<file path="src/rtl/mem_arbiter_if.sv">
// mem_arbiter_if: fetch, data and memory-side signals of the two-port memory arbiter
interface mem_arbiter_if;
  logic        if_req;
  logic [31:0] if_addr;
  logic        if_ack;
  logic [31:0] if_rdata;
  logic        dm_req;
  logic        dm_we;
  logic [31:0] dm_addr;
  logic [31:0] dm_wdata;
  logic        dm_ack;
  logic [31:0] dm_rdata;
  logic        mem_en;
  logic        mem_we;
  logic [31:0] mem_addr;
  logic [31:0] mem_wdata;
  logic [31:0] mem_rdata;
  logic        sel;
  logic        busy;
  modport slave (
    input  if_req, if_addr, dm_req, dm_we, dm_addr, dm_wdata, mem_rdata,
    output if_ack, if_rdata, dm_ack, dm_rdata, mem_en, mem_we, mem_addr, mem_wdata, sel, busy
  );
  modport master (
    output if_req, if_addr, dm_req, dm_we, dm_addr, dm_wdata, mem_rdata,
    input  if_ack, if_rdata, dm_ack, dm_rdata, mem_en, mem_we, mem_addr, mem_wdata, sel, busy
  );
endinterface

</file>
<file path="src/rtl/mem_arbiter.sv">
// mem_arbiter: round-robin arbiter sharing one fixed-latency memory between fetch and data ports
module mem_arbiter #(
  parameter int MEM_LAT = 2
) (
  input logic         clk,
  input logic         rst,
  mem_arbiter_if.slave bus
);
  typedef enum logic [1:0] {IDLE, ACCESS, RESP} state_t;
  state_t     state;
  logic [3:0] cnt;
  logic       last_grant;
  logic       we;
  logic       gnt;
  // last_grant 0 means fetch went last, so contention favours data
  always_comb gnt = (bus.if_req && bus.dm_req) ? ~last_grant : bus.dm_req;
  always_ff @(posedge clk) begin
    if (rst) begin
      state         <= IDLE;
      cnt           <= '0;
      last_grant    <= 1'b0;
      we            <= 1'b0;
      bus.if_ack    <= 1'b0;
      bus.dm_ack    <= 1'b0;
      bus.if_rdata  <= '0;
      bus.dm_rdata  <= '0;
      bus.mem_en    <= 1'b0;
      bus.mem_we    <= 1'b0;
      bus.mem_addr  <= '0;
      bus.mem_wdata <= '0;
      bus.sel       <= 1'b0;
      bus.busy      <= 1'b0;
    end else begin
      bus.mem_en <= 1'b0;
      bus.mem_we <= 1'b0;
      bus.if_ack <= 1'b0;
      bus.dm_ack <= 1'b0;
      case (state)
        IDLE: if (bus.if_req || bus.dm_req) begin
          state         <= ACCESS;
          cnt           <= 4'(MEM_LAT);
          bus.sel       <= gnt;
          bus.busy      <= 1'b1;
          bus.mem_en    <= 1'b1;
          bus.mem_we    <= gnt & bus.dm_we;
          we            <= gnt & bus.dm_we;
          bus.mem_addr  <= gnt ? bus.dm_addr : bus.if_addr;
          bus.mem_wdata <= gnt ? bus.dm_wdata : '0;
        end
        ACCESS: begin
          cnt <= cnt - 4'd1;
          if (cnt == 4'd1) begin
            state <= RESP;
            if (bus.sel) begin
              bus.dm_ack <= 1'b1;
              if (!we) bus.dm_rdata <= bus.mem_rdata;
            end else begin
              bus.if_ack   <= 1'b1;
              bus.if_rdata <= bus.mem_rdata;
            end
          end
        end
        RESP: begin
          state      <= IDLE;
          bus.busy   <= 1'b0;
          bus.sel    <= 1'b0;
          last_grant <= bus.sel;
        end
        default: state <= IDLE;
      endcase
    end
  end
endmodule

</file>
<file path="src/flat_wrapper.sv">
// flat-port wrapper written by rule: the top's interface ports become plain ports
module mem_arbiter_flat 
#(
  parameter int MEM_LAT = 2
)
  (clk, rst, bus_if_req, bus_if_addr, bus_dm_req, bus_dm_we, bus_dm_addr, bus_dm_wdata, bus_mem_rdata, bus_if_ack, bus_if_rdata, bus_dm_ack, bus_dm_rdata, bus_mem_en, bus_mem_we, bus_mem_addr, bus_mem_wdata, bus_sel, bus_busy);
  mem_arbiter_if bus_i ();
  input logic clk;
  input logic rst;
  input wire logic [$bits(bus_i.if_req)-1:0] bus_if_req;
  input wire logic [$bits(bus_i.if_addr)-1:0] bus_if_addr;
  input wire logic [$bits(bus_i.dm_req)-1:0] bus_dm_req;
  input wire logic [$bits(bus_i.dm_we)-1:0] bus_dm_we;
  input wire logic [$bits(bus_i.dm_addr)-1:0] bus_dm_addr;
  input wire logic [$bits(bus_i.dm_wdata)-1:0] bus_dm_wdata;
  input wire logic [$bits(bus_i.mem_rdata)-1:0] bus_mem_rdata;
  output wire logic [$bits(bus_i.if_ack)-1:0] bus_if_ack;
  output wire logic [$bits(bus_i.if_rdata)-1:0] bus_if_rdata;
  output wire logic [$bits(bus_i.dm_ack)-1:0] bus_dm_ack;
  output wire logic [$bits(bus_i.dm_rdata)-1:0] bus_dm_rdata;
  output wire logic [$bits(bus_i.mem_en)-1:0] bus_mem_en;
  output wire logic [$bits(bus_i.mem_we)-1:0] bus_mem_we;
  output wire logic [$bits(bus_i.mem_addr)-1:0] bus_mem_addr;
  output wire logic [$bits(bus_i.mem_wdata)-1:0] bus_mem_wdata;
  output wire logic [$bits(bus_i.sel)-1:0] bus_sel;
  output wire logic [$bits(bus_i.busy)-1:0] bus_busy;
  assign bus_i.if_req = bus_if_req;
  assign bus_i.if_addr = bus_if_addr;
  assign bus_i.dm_req = bus_dm_req;
  assign bus_i.dm_we = bus_dm_we;
  assign bus_i.dm_addr = bus_dm_addr;
  assign bus_i.dm_wdata = bus_dm_wdata;
  assign bus_i.mem_rdata = bus_mem_rdata;
  assign bus_if_ack = bus_i.if_ack;
  assign bus_if_rdata = bus_i.if_rdata;
  assign bus_dm_ack = bus_i.dm_ack;
  assign bus_dm_rdata = bus_i.dm_rdata;
  assign bus_mem_en = bus_i.mem_en;
  assign bus_mem_we = bus_i.mem_we;
  assign bus_mem_addr = bus_i.mem_addr;
  assign bus_mem_wdata = bus_i.mem_wdata;
  assign bus_sel = bus_i.sel;
  assign bus_busy = bus_i.busy;
  mem_arbiter #(.MEM_LAT(MEM_LAT)) u_core (.clk(clk), .rst(rst), .bus(bus_i));
endmodule
</file>
<file path="config.mk">
export PLATFORM = sky130hd
export DESIGN_NAME = mem_arbiter_flat
export DESIGN_NICKNAME = d
export VERILOG_FILES = /design/src/rtl/mem_arbiter_if.sv /design/src/rtl/mem_arbiter.sv /design/src/flat_wrapper.sv
export SDC_FILE = /design/constraint.sdc
export NUM_CORES = 1
export LEC_CHECK = 0
export ABC_AREA = 1
export CAP_MARGIN = 25
export CORE_MARGIN = 2
export CORE_UTILIZATION = 47
export CTS_BUF_LIST = sky130_fd_sc_hd__clkbuf_4 sky130_fd_sc_hd__clkbuf_8
export DETAILED_ROUTE_END_ITERATION = 7
export GPL_TIMING_DRIVEN = 0
export PLACE_DENSITY = 0.89
export SYNTH_ARGS = -nofsm -noshare
export SYNTH_HDL_FRONTEND = slang
export SYNTH_SLANG_ARGS = --single-unit
export TNS_END_PERCENT = 1
</file>
<file path="constraint.sdc">
create_clock -name clk -period 3.15 [get_ports clk]
set_input_delay 0.945 -clock clk [delete_from_list [all_inputs] [get_ports clk]]
set_output_delay 0.945 -clock clk [all_outputs]
set_load 0.005 [all_outputs]
</file>
Yosys cells after proc, flatten, opt, wreduce, memory -nomap -nowiden:

Index checks and enable logic that the tools add are counted.

* bitwise operators: 8
* reduce and logical (&&, ||, !) cells: 14
* eq/ne operators: 5
* muxes and demuxes: 15
* $add $sub $neg: 1

Operators by type and width (count)
* two-way mux 32 bit: 2
* one-hot mux 4 bit (2 select lines): 1
* AND reduction 2 bit: 4
* NOT 1 bit: 7
* two-way mux 1 bit: 6
* OR reduction 3 bit: 2
* == test 4 x 1 -> 1 bit, second input constant: 1
* two-way mux 2 bit: 2
* two-way mux 4 bit: 1
* != test 2 x 1 -> 1 bit, second input constant: 2
* one-hot mux 1 bit (2 select lines): 2
* one-hot mux 2 bit (2 select lines): 1
* AND reduction 4 bit: 1
* nonzero test 2 bit: 2
* subtractor 4 x 1 -> 4 bit, second input constant: 1
* AND reduction 3 bit: 1
* == test 2 x 1 -> 1 bit, second input constant: 1
* == test 2 bit, second input constant: 1
* zero test 2 bit: 1
* OR reduction 2 bit: 1
* AND 1 bit: 1
* logical AND 1 bit: 1
* logical OR 1 bit: 1

* register bits after elaboration: 142
* word-level logic and storage cells: 57

Logic depth before layout (Yosys ltp):

Gate-level depths: netlist of run 1.

* depth after elaboration: 4
* gate-level depth with buffers: 9
* mapped depth without buffers: 7

Least setup slack after synthesis of run 1:

Ideal clock, no wire load.

* path kind: input port to flip-flop
* start: in bus_if_req
* end: reg u_core.bus.mem_addr[11]
* stages on the path: 7
* setup slack: 1.357 ns
* data required time: 3.033 ns
* buffers on the path: 1
* arrival time: 1.676 ns
* path through: nand2_1 nand2_1 inv_2 clkbuf_1 nor2_1 nor2_1 nor2_1

* word-level cells in the longest chain between the ends: 3
* elaborated cells between the ends (all ways): 5

Ends and longest elaborated chain
* from (decl): RTL line flat_wrapper.sv:10 `input wire logic [$bits(bus_i.if_req)-1:0] bus_if_req;`
* logical AND 1 bit: RTL line mem_arbiter.sv:16 `always_comb gnt = (bus.if_req && bus.dm_req) ? ~last_grant : bus.dm_req;`
* two-way mux 1 bit: RTL line mem_arbiter.sv:16
* two-way mux 32 bit: RTL line mem_arbiter.sv:47 `bus.mem_addr <= gnt ? bus.dm_addr : bus.if_addr;`
* to (signal assigned): RTL line mem_arbiter.sv:47
* to (decl): RTL line mem_arbiter_if.sv:22 `output if_ack, if_rdata, dm_ack, dm_rdata, mem_en, mem_we, mem_addr, mem_wdata, sel, busy`

Parallel ways exist; a longest one is shown, timed or not.
A chain may end at the register's enable or synchronous reset.

Worst setup path after layout of run 1:

* start: reg u_core.bus.sel
* end: out bus_sel

RTL lines
* from (decl): RTL line mem_arbiter_if.sv:22
* from (signal assigned): RTL line mem_arbiter.sv:42 `bus.sel <= gnt;`
* to (decl): RTL line flat_wrapper.sv:25 `output wire logic [$bits(bus_i.sel)-1:0] bus_sel;`

No word-level cell between the ends.

==> metrics.log, run 1 <==
[metrics] run status: completed
[metrics] count of unique library cells instantiated by Yosys: 22
[metrics] maximum clock skew at final layout: 0.01508 ns
[metrics] Fin. Hold Viols: 0
[metrics] clock tree from TritonCTS: yes
[metrics] Tcrit/Tclk final: 0.7989
[metrics] via count of the first global-routing pass: around 6,100
[metrics] ratio of cells with drive above 1 in the final layout: 0.06979
[metrics] Net Count, Synth: roughly 1,000
[metrics] via count normalized by instance count: ~4.9
[metrics] count of nets after finishing: roughly 1,300
[metrics] main combinational cell family by area after synthesis: simple AND/OR/NAND/NOR gates
[metrics] kind of start point of the critical path: flip-flop
[metrics] mean instance size in the synthesized netlist: just under 7 µm²
[metrics] biggest area consumer among synthesized cells: sky130_fd_sc_hd__dfxtp_1
[metrics] number of max-slew violations in the final report: 0
[metrics] starting density of the core: 0.4775
[metrics] TNS Setup: 0 ns
[metrics] worst hold margin: between 0.4 and 0.5 ns
[metrics] die span in y: ~120 µm
[metrics] count of yosys warnings during synthesis: 0
[metrics] clk_lat worst skew: between 0.4 and 0.5 ns
[metrics] number of core rows: between 40 and 50
[metrics] main area contributors after synthesis: sky130_fd_sc_hd__dfxtp_1, sky130_fd_sc_hd__nor2_1, sky130_fd_sc_hd__nand2_1
[metrics] root buffer cell: sky130_fd_sc_hd__clkbuf_8
[metrics] Mapped Area: 5977 µm²
[metrics] Boundary Pins: ~270
[metrics] final routed wire length divided by cell count: 14.02 µm
[metrics] max frequency: about 400 MHz
[metrics] part of the total power dissipated in the clock network: 0.295
[metrics] total routing usage reported by global routing: 0.2723
[metrics] Arr. time, crit path: 1.57 ns
[metrics] Slew HR: 0.6762
[metrics] clock tree sinks: around 140
[metrics] ant diodes: 0
[metrics] Top FF cell, synth: sky130_fd_sc_hd__dfxtp_1
[metrics] part of the power in registers: 0.424
[metrics] Post-DP Area: 8845 µm²
[metrics] simple-gate portion of the synthesized area: 0.3546
[metrics] leakage power figure: roughly 4.0 nW
[metrics] Core Box Area: between 10,000 and 15,000 µm²
[metrics] Die Area: about 14,000 µm²
[metrics] share of total power in combinational logic: 0.281
[metrics] most common library cells after synthesis: sky130_fd_sc_hd__nor2_1, sky130_fd_sc_hd__nand2_1, sky130_fd_sc_hd__dfxtp_1
[metrics] share of synthesized area occupied by flip-flops and latches: 0.4756
[metrics] cell with the most instances after synthesis: sky130_fd_sc_hd__nor2_1
[metrics] buffers added on ports: 265
[metrics] drt pass-1 iters: 5
[metrics] post-detailed-route count of antenna-violating nets: 0
[metrics] xor and xnor area share after synthesis: 0
[metrics] gr ovfl total: 0
[metrics] Async SR Flop Fraction: 0
[metrics] Finish-stage setup viols: 0
[metrics] ordered cell list for the critical path: clkdlybuf4s50_1
[metrics] post_cts resized: 0
[metrics] met3 track utilization from global routing: 0.08496
[metrics] vias post-DR: around 6,600
[metrics] switching fraction of total power: 0.3233
[metrics] initial antenna violation count: 0
[metrics] most heavily used metal layer in global routing: met2
[metrics] largest net degree at the start of global routing: 17
[metrics] Buffers & Inverters on Critical Path: 1
[metrics] min-delay worst type: reg -> reg
[metrics] routability cong.: ~0.95
[metrics] GR Util met2: 0.4902
[metrics] width of the die: around 120 µm
[metrics] global-route wire length before repair: approximately 29,000 µm
[metrics] maximum vdd ir drop: 0.0003285 V
[metrics] Clk pin slew, worst setup/hold paths: ~0.090 ns
[metrics] shortest period the worst path allows: between 2 and 3 ns
[metrics] Post-synth EDFFs: 0
[metrics] mux cell area share after synthesis: 0
[metrics] Int Power: roughly 3.3 mW
[metrics] met1 Resource Use GR: 0.2991
[metrics] Initial DRC Count: 506
[metrics] actual transition at the worst max-transition pin: between 0.4 and 0.5 ns
[metrics] final wirelength: about 19,000 µm
[metrics] compound-gate portion of the synthesized area: 0.06322
[metrics] post-CTS setup repair buffer count: 0
[metrics] areal power density over the cells: ~530 nW/µm²
[metrics] RSZ-0062 raised after global routing: no
[metrics] post-route standard cell area excluding fillers: around 9200 µm²
[metrics] cell type group with the largest total delay on the critical path: buffers and inverters
[metrics] clock buffer count from CTS: 17
[metrics] DRC Markers: 0
[metrics] post-synthesis to final-layout area growth: 54.59%
[metrics] cell count after synthesis: 878
[metrics] Power, Total: slightly below 5 mW
[metrics] Critical Path End Type: output pin
[metrics] Switching Power: 1.581 mW
[metrics] number of flip-flops and latches in the synthesized netlist: between 100 and 150
[metrics] critical path peak fanout: 8
[metrics] worst path required time: around 2.2 ns
[metrics] Worst Setup Path Type: reg -> out
[metrics] slowest CP cell: sky130_fd_sc_hd__clkdlybuf4s50_1
[metrics] Yosys top cell area share: 0.4756
[metrics] Worst path max stage delay: between 0.6 and 0.7 ns
[metrics] hold bufs inserted after CTS: 0
[metrics] setup slack of the worst register-to-register path: ~1.5 ns
[metrics] maximum capacitance violations: 0
[metrics] placed wire-length estimate: ~15,000 µm
[metrics] clock tree buffer depth: 2
[metrics] maximum level of the CTS H-tree: 4
[metrics] fraction of the mapped netlist area in adder cells: 0.004187
-- routing by layer --
layer	part of all wire	wire, µm
met4	0.033	623
met5	0	0
met1	0.38	7190
met2	0.49	9319
met3	0.093	1757
-- worst paths after layout --
| path | start | cells after the start | to |
|---|---|---|---|
| min reg2reg | u_core.bus.mem_wdata[15]$_SDFFE_PP0P_ | 2 | u_core.bus.mem_wdata[15]$_SDFFE_PP0P_ |
| max | u_core.bus.sel$_SDFFE_PP0P_ | 1 | bus_sel |
| min | u_core.bus.mem_wdata[15]$_SDFFE_PP0P_ | 2 | u_core.bus.mem_wdata[15]$_SDFFE_PP0P_ |
| max reg2reg | u_core.cnt[1]$_SDFFE_PP0P_ | 9 | u_core.bus.dm_rdata[0]$_SDFFE_PP0P_ |
-- flip-flops by register name (all words and copies together), names as in the netlist --
signal / cells
u_core.bus.busy: 1
u_core.bus.dm_ack: 1
u_core.state: 2
u_core.bus.sel: 1
u_core.last_grant: 1
u_core.bus.mem_we: 1
u_core.bus.dm_rdata: 32
u_core.bus.mem_en: 1
u_core.bus.if_rdata: 32
u_core.bus.if_ack: 1
u_core.bus.mem_addr: 32
u_core.we: 1
u_core.cnt: 4
u_core.bus.mem_wdata: 32
-- worst reg2reg max path, delay by kind of cell, from the launching register on --
| kind | cells | cell delay [ns] |
|---|---|---|
| buffers and inverters | 3 | 0.53 |
| flip-flops | 1 | 0.32 |
| adder cells (fa/ha/maj) | 1 | 0.17 |
| AND/OR/NAND/NOR | 5 | 0.53 |
-- final cells by class --
class	instances	area [µm²]
buffer	58	307.8
clock buffer	18	247.7
clock inverter	14	147.6
fill	1025	3277
inverter	81	304.0
multi-input combinational	597	2522
sequential	142	2843
tap	172	215.2
timing repair buffer	265	2653
-- logic make-up (layout without fill, tap and decap cells) --
kind of cell,after synthesis,after routing
AOI/OAI and AO/OA,75,75
buffers and inverters,139,436
DFF,142,142
adders and majority gates,2,2
and+or+nand+nor,520,520
-- metrics by stage --
step	util	setup slack [ns]	std cells
after floorplan	-	1.357	878
after global placement	0.7066	0.6974	1315
after detailed placement	0.7066	0.6624	1315
after CTS	0.7382	0.6291	1347
after global routing	0.7382	0.5765	1347
final	0.7382	0.6336	1347
-- power by group through the flow --
| stage | Clock, mW | Combinational [mW] | Sequential [mW] |
|---|---|---|---|
| 2_1_floorplan | 0 | 0.658 | 2.12 |
| 3_3_place_gp | 0 | 1.34 | 2.10 |
| 3_5_place_dp | 0 | 1.37 | 2.11 |
| 4_1_cts | 1.45 | 1.38 | 2.07 |
| 5_1_grt | 1.53 | 1.52 | 2.09 |
| 6_report | 1.44 | 1.38 | 2.07 |
-- cells in the final DEF (no fill, tap or decap), types with 17 or more instances in the layout --
| cell type | instances |
|---|---|
| sky130_fd_sc_hd__clkdlybuf4s50_1 | 265 |
| sky130_fd_sc_hd__nor2_1 | 229 |
| sky130_fd_sc_hd__nand2_1 | 208 |
| sky130_fd_sc_hd__dfxtp_1 | 142 |
| sky130_fd_sc_hd__inv_1 | 75 |
| sky130_fd_sc_hd__nand3_1 | 41 |
| sky130_fd_sc_hd__a21oi_1 | 39 |
| sky130_fd_sc_hd__nand4_1 | 32 |
| sky130_fd_sc_hd__buf_2 | 24 |
| sky130_fd_sc_hd__o21ai_0 | 23 |
| sky130_fd_sc_hd__clkbuf_8 | 18 |
| sky130_fd_sc_hd__clkbuf_1 | 17 |
Note: power is estimated with default switching activity, not from simulation.
==> inputs of run 2 (changes only) <==
--- a/config.mk
+++ b/config.mk
@@ -8,11 +8,11 @@
 export ABC_AREA = 1
 export CAP_MARGIN = 25
 export CORE_MARGIN = 2
-export CORE_UTILIZATION = 47
+export CORE_UTILIZATION = 39
 export CTS_BUF_LIST = sky130_fd_sc_hd__clkbuf_4 sky130_fd_sc_hd__clkbuf_8
 export DETAILED_ROUTE_END_ITERATION = 7
 export GPL_TIMING_DRIVEN = 0
-export PLACE_DENSITY = 0.89
+export PLACE_DENSITY = 0.79
 export SYNTH_ARGS = -nofsm -noshare
 export SYNTH_HDL_FRONTEND = slang
 export SYNTH_SLANG_ARGS = --single-unit
==> constraint.sdc (replaced) <==
create_clock -name clk -period 2.26 [get_ports clk]
set_input_delay 0.678 -clock clk [delete_from_list [all_inputs] [get_ports clk]]
set_output_delay 0.678 -clock clk [all_outputs]
set_load 0.005 [all_outputs]
==> run 2 against run 1 <==
Net effect: critical path depth unchanged; clock power rose by 38%; register-to-register slack lost 0.95 ns; wire length is essentially flat; hold slack got worse by 0.0036 ns; critical path type unchanged; critical endpoint unchanged.
==> metrics.log, run 2 (synthesis results as in run 1) <==
[metrics] run status: completed
[metrics] min-delay worst type: reg -> reg
[metrics] Boundary Pins: roughly 270
[metrics] ordered cell list for the critical path: clkdlybuf4s50_1
[metrics] clock tree from TritonCTS: yes
[metrics] final routed wire length divided by cell count: 13.86 µm
[metrics] routability cong.: 0.8790
[metrics] width of the die: 127.8 µm
[metrics] Clk pin slew, worst setup/hold paths: about 0.08 ns
[metrics] global-route wire length before repair: roughly 30,000 µm
[metrics] Finish-stage setup viols: 0
[metrics] vias post-DR: approximately 6,400
[metrics] final wirelength: 18,870 µm
[metrics] Core Box Area: between 15,000 and 20,000 µm²
[metrics] count of non-filler cells in the finished layout: roughly 1,400
[metrics] hold depth: 2
[metrics] critical path peak fanout: 8
[metrics] die span in y: around 130 µm
[metrics] Worst Setup Path Type: reg -> out
[metrics] root buffer cell: sky130_fd_sc_hd__clkbuf_8
[metrics] total routing usage reported by global routing: 0.2329
[metrics] worst path required time: approximately 1.6 ns
[metrics] gr ovfl total: 0
[metrics] number of core rows: 45
[metrics] DRC Markers: 0
[metrics] post-synthesis to final-layout area growth: 54.72%
[metrics] post-CTS setup repair buffer count: 0
[metrics] actual transition at the worst max-transition pin: approximately 0.49 ns
[metrics] Tcrit/Tclk final: 0.9427
[metrics] Buffers & Inverters on Critical Path: 1
[metrics] Worst path max stage delay: between 0.5 and 0.6 ns
[metrics] areal power density over the cells: 734.1 nW/µm²
[metrics] kind of start point of the critical path: flip-flop
[metrics] Initial DRC Count: roughly 290
[metrics] Int Power: 4.669 mW
[metrics] leading cell types in the layout, fill and taps excluded: sky130_fd_sc_hd__clkdlybuf4s50_1, sky130_fd_sc_hd__nor2_1, sky130_fd_sc_hd__nand2_1
[metrics] cell type group with the largest total delay on the critical path: buffers and inverters
[metrics] reg-to-reg startpoint: u_core.cnt[1]$_SDFFE_PP0P_
[metrics] part of the power in registers: 0.426
[metrics] slowest CP cell: sky130_fd_sc_hd__clkdlybuf4s50_1
[metrics] largest net degree at the start of global routing: 17
[metrics] capture endpoint of the worst hold path: u_core.bus.mem_wdata[5]$_SDFFE_PP0P_
[metrics] max frequency: 469.4 MHz
[metrics] number of max-slew violations in the final report: 0
[metrics] shortest period the worst path allows: between 2 and 2.5 ns
[metrics] switching fraction of total power: 0.3123
[metrics] share of total power in combinational logic: 0.280
[metrics] maximum level of the CTS H-tree: 4
[metrics] RSZ-0062 raised after global routing: no
[metrics] drt pass-1 iters: 5
[metrics] via count of the first global-routing pass: just over 6,000
[metrics] leakage power figure: 3.959 nW
[metrics] count of nets after finishing: between 1,000 and 1,500
[metrics] count of placed standard cells including taps: approximately 1,300
[metrics] clock buffer count from CTS: 17
[metrics] via count normalized by instance count: about 4.7
[metrics] post_cts resized: 1
[metrics] hold path start: u_core.bus.mem_wdata[5]$_SDFFE_PP0P_
[metrics] Slew HR: 0.6709
[metrics] clk_lat worst skew: 0.46 ns
[metrics] Switching Power: between 2 and 2.5 mW
[metrics] Critical Path End Type: output pin
[metrics] Fin. Hold Viols: 0
[metrics] hold bufs inserted after CTS: 0
[metrics] maximum vdd ir drop: 0.0003495 V
[metrics] most frequent standard cell in the layout excluding fill and tap cells: sky130_fd_sc_hd__clkdlybuf4s50_1
[metrics] part of the total power dissipated in the clock network: 0.294
[metrics] setup slack of the worst register-to-register path: around 0.56 ns
[metrics] TNS Setup: 0 ns
[metrics] placed wire-length estimate: roughly 14,000 µm
[metrics] post-detailed-route count of antenna-violating nets: 0
[metrics] starting density of the core: 0.3961
[metrics] clock tree sinks: roughly 140
[metrics] initial antenna violation count: 0
[metrics] buffers added on ports: between 200 and 300
[metrics] Arr. time, crit path: between 1 and 1.5 ns
[metrics] worst reg2reg path endpoint: u_core.bus.dm_rdata[12]$_SDFFE_PP0P_
[metrics] worst r2r path cells: 9
[metrics] maximum clock skew at final layout: ~0.014 ns
[metrics] ratio of cells with drive above 1 in the final layout: 0.06985
[metrics] maximum capacitance violations: 0
[metrics] Die Area: 16,330 µm²
[metrics] clock tree buffer depth: 2
[metrics] ant diodes: 0
-- run 2: changes by cell type in the layout (fill, tap and decap cells not counted), sizes merged --
| cell | delta |
|---|---|
| clkbuf | +4 |
| inv | -5 |
| clkinv | -1 |
| clkinvlp | +1 |
-- run 2: cell type report --
type	instances	area, µm²
flip-flops and latches	142	2844
repair buffers	265	2653
plain buffers	58	307.8
clock inverters	9	85.08
multi-input cells	597	2522
clock buffers	22	296.5
well taps	188	235.2
fillers	1440	5842
inverters	81	304.0
-- run 2: how the worst max path moves through the flow --
stage / depth (start not counted) / from / end / slack, ns
floorplan: 7 / bus_if_req / u_core.bus.mem_addr[11]$_SDFFE_PP0P_ / 0.73
global placement: 7 / bus_dm_req / u_core.bus.mem_addr[19]$_SDFFE_PP0P_ / 0.06
detailed placement: 8 / bus_dm_req / u_core.bus.mem_addr[20]$_SDFFE_PP0P_ / 0.04
CTS: 1 / u_core.bus.sel$_SDFFE_PP0P_ / bus_sel / 0.09
global route: 1 / u_core.bus.sel$_SDFFE_PP0P_ / bus_sel / 0.05
finish: 1 / u_core.bus.sel$_SDFFE_PP0P_ / bus_sel / 0.13
-- run 2: through the flow --
stage	hold slack (ns)	util	area [µm²]	worst slack, ns	total power [mW]
after global placement	0.4482	0.5875	8865	0.06197	4.822
final	0.4637	0.6129	9248	0.1294	6.789
after CTS	0.4678	0.6129	9248	0.08987	6.824
after detailed placement	0.4552	0.5875	8865	0.04455	4.847
after floorplan	0.4398	-	5977	0.7336	3.867
after global routing	0.4807	0.6129	9248	0.05009	7.159
-- run 2: power by group through the flow --
stage	combinational [mW]	clock [mW]	sequential (mW)
2_1_floorplan	0.917	0	2.95
3_5_place_dp	1.90	0	2.95
3_3_place_gp	1.88	0	2.94
6_report	1.90	1.99	2.89
4_1_cts	1.91	2.02	2.89
5_1_grt	2.11	2.12	2.92
-- run 2: worst min-delay path, delay by kind of cell, from the launching register on --
family	cells	cell delay, ns
DFF	1	0.31
AOI/OAI and AO/OA	1	0.05
and+or+nand+nor	1	0.06
-- run 2: routing by layer --
metal,routed length (µm),part of all wire,global-route usage
met4,440,0.023,0.08662
met2,9054,0.48,0.4017
met1,7584,0.40,0.2622
met3,1793,0.095,0.08806
met5,0,0,0
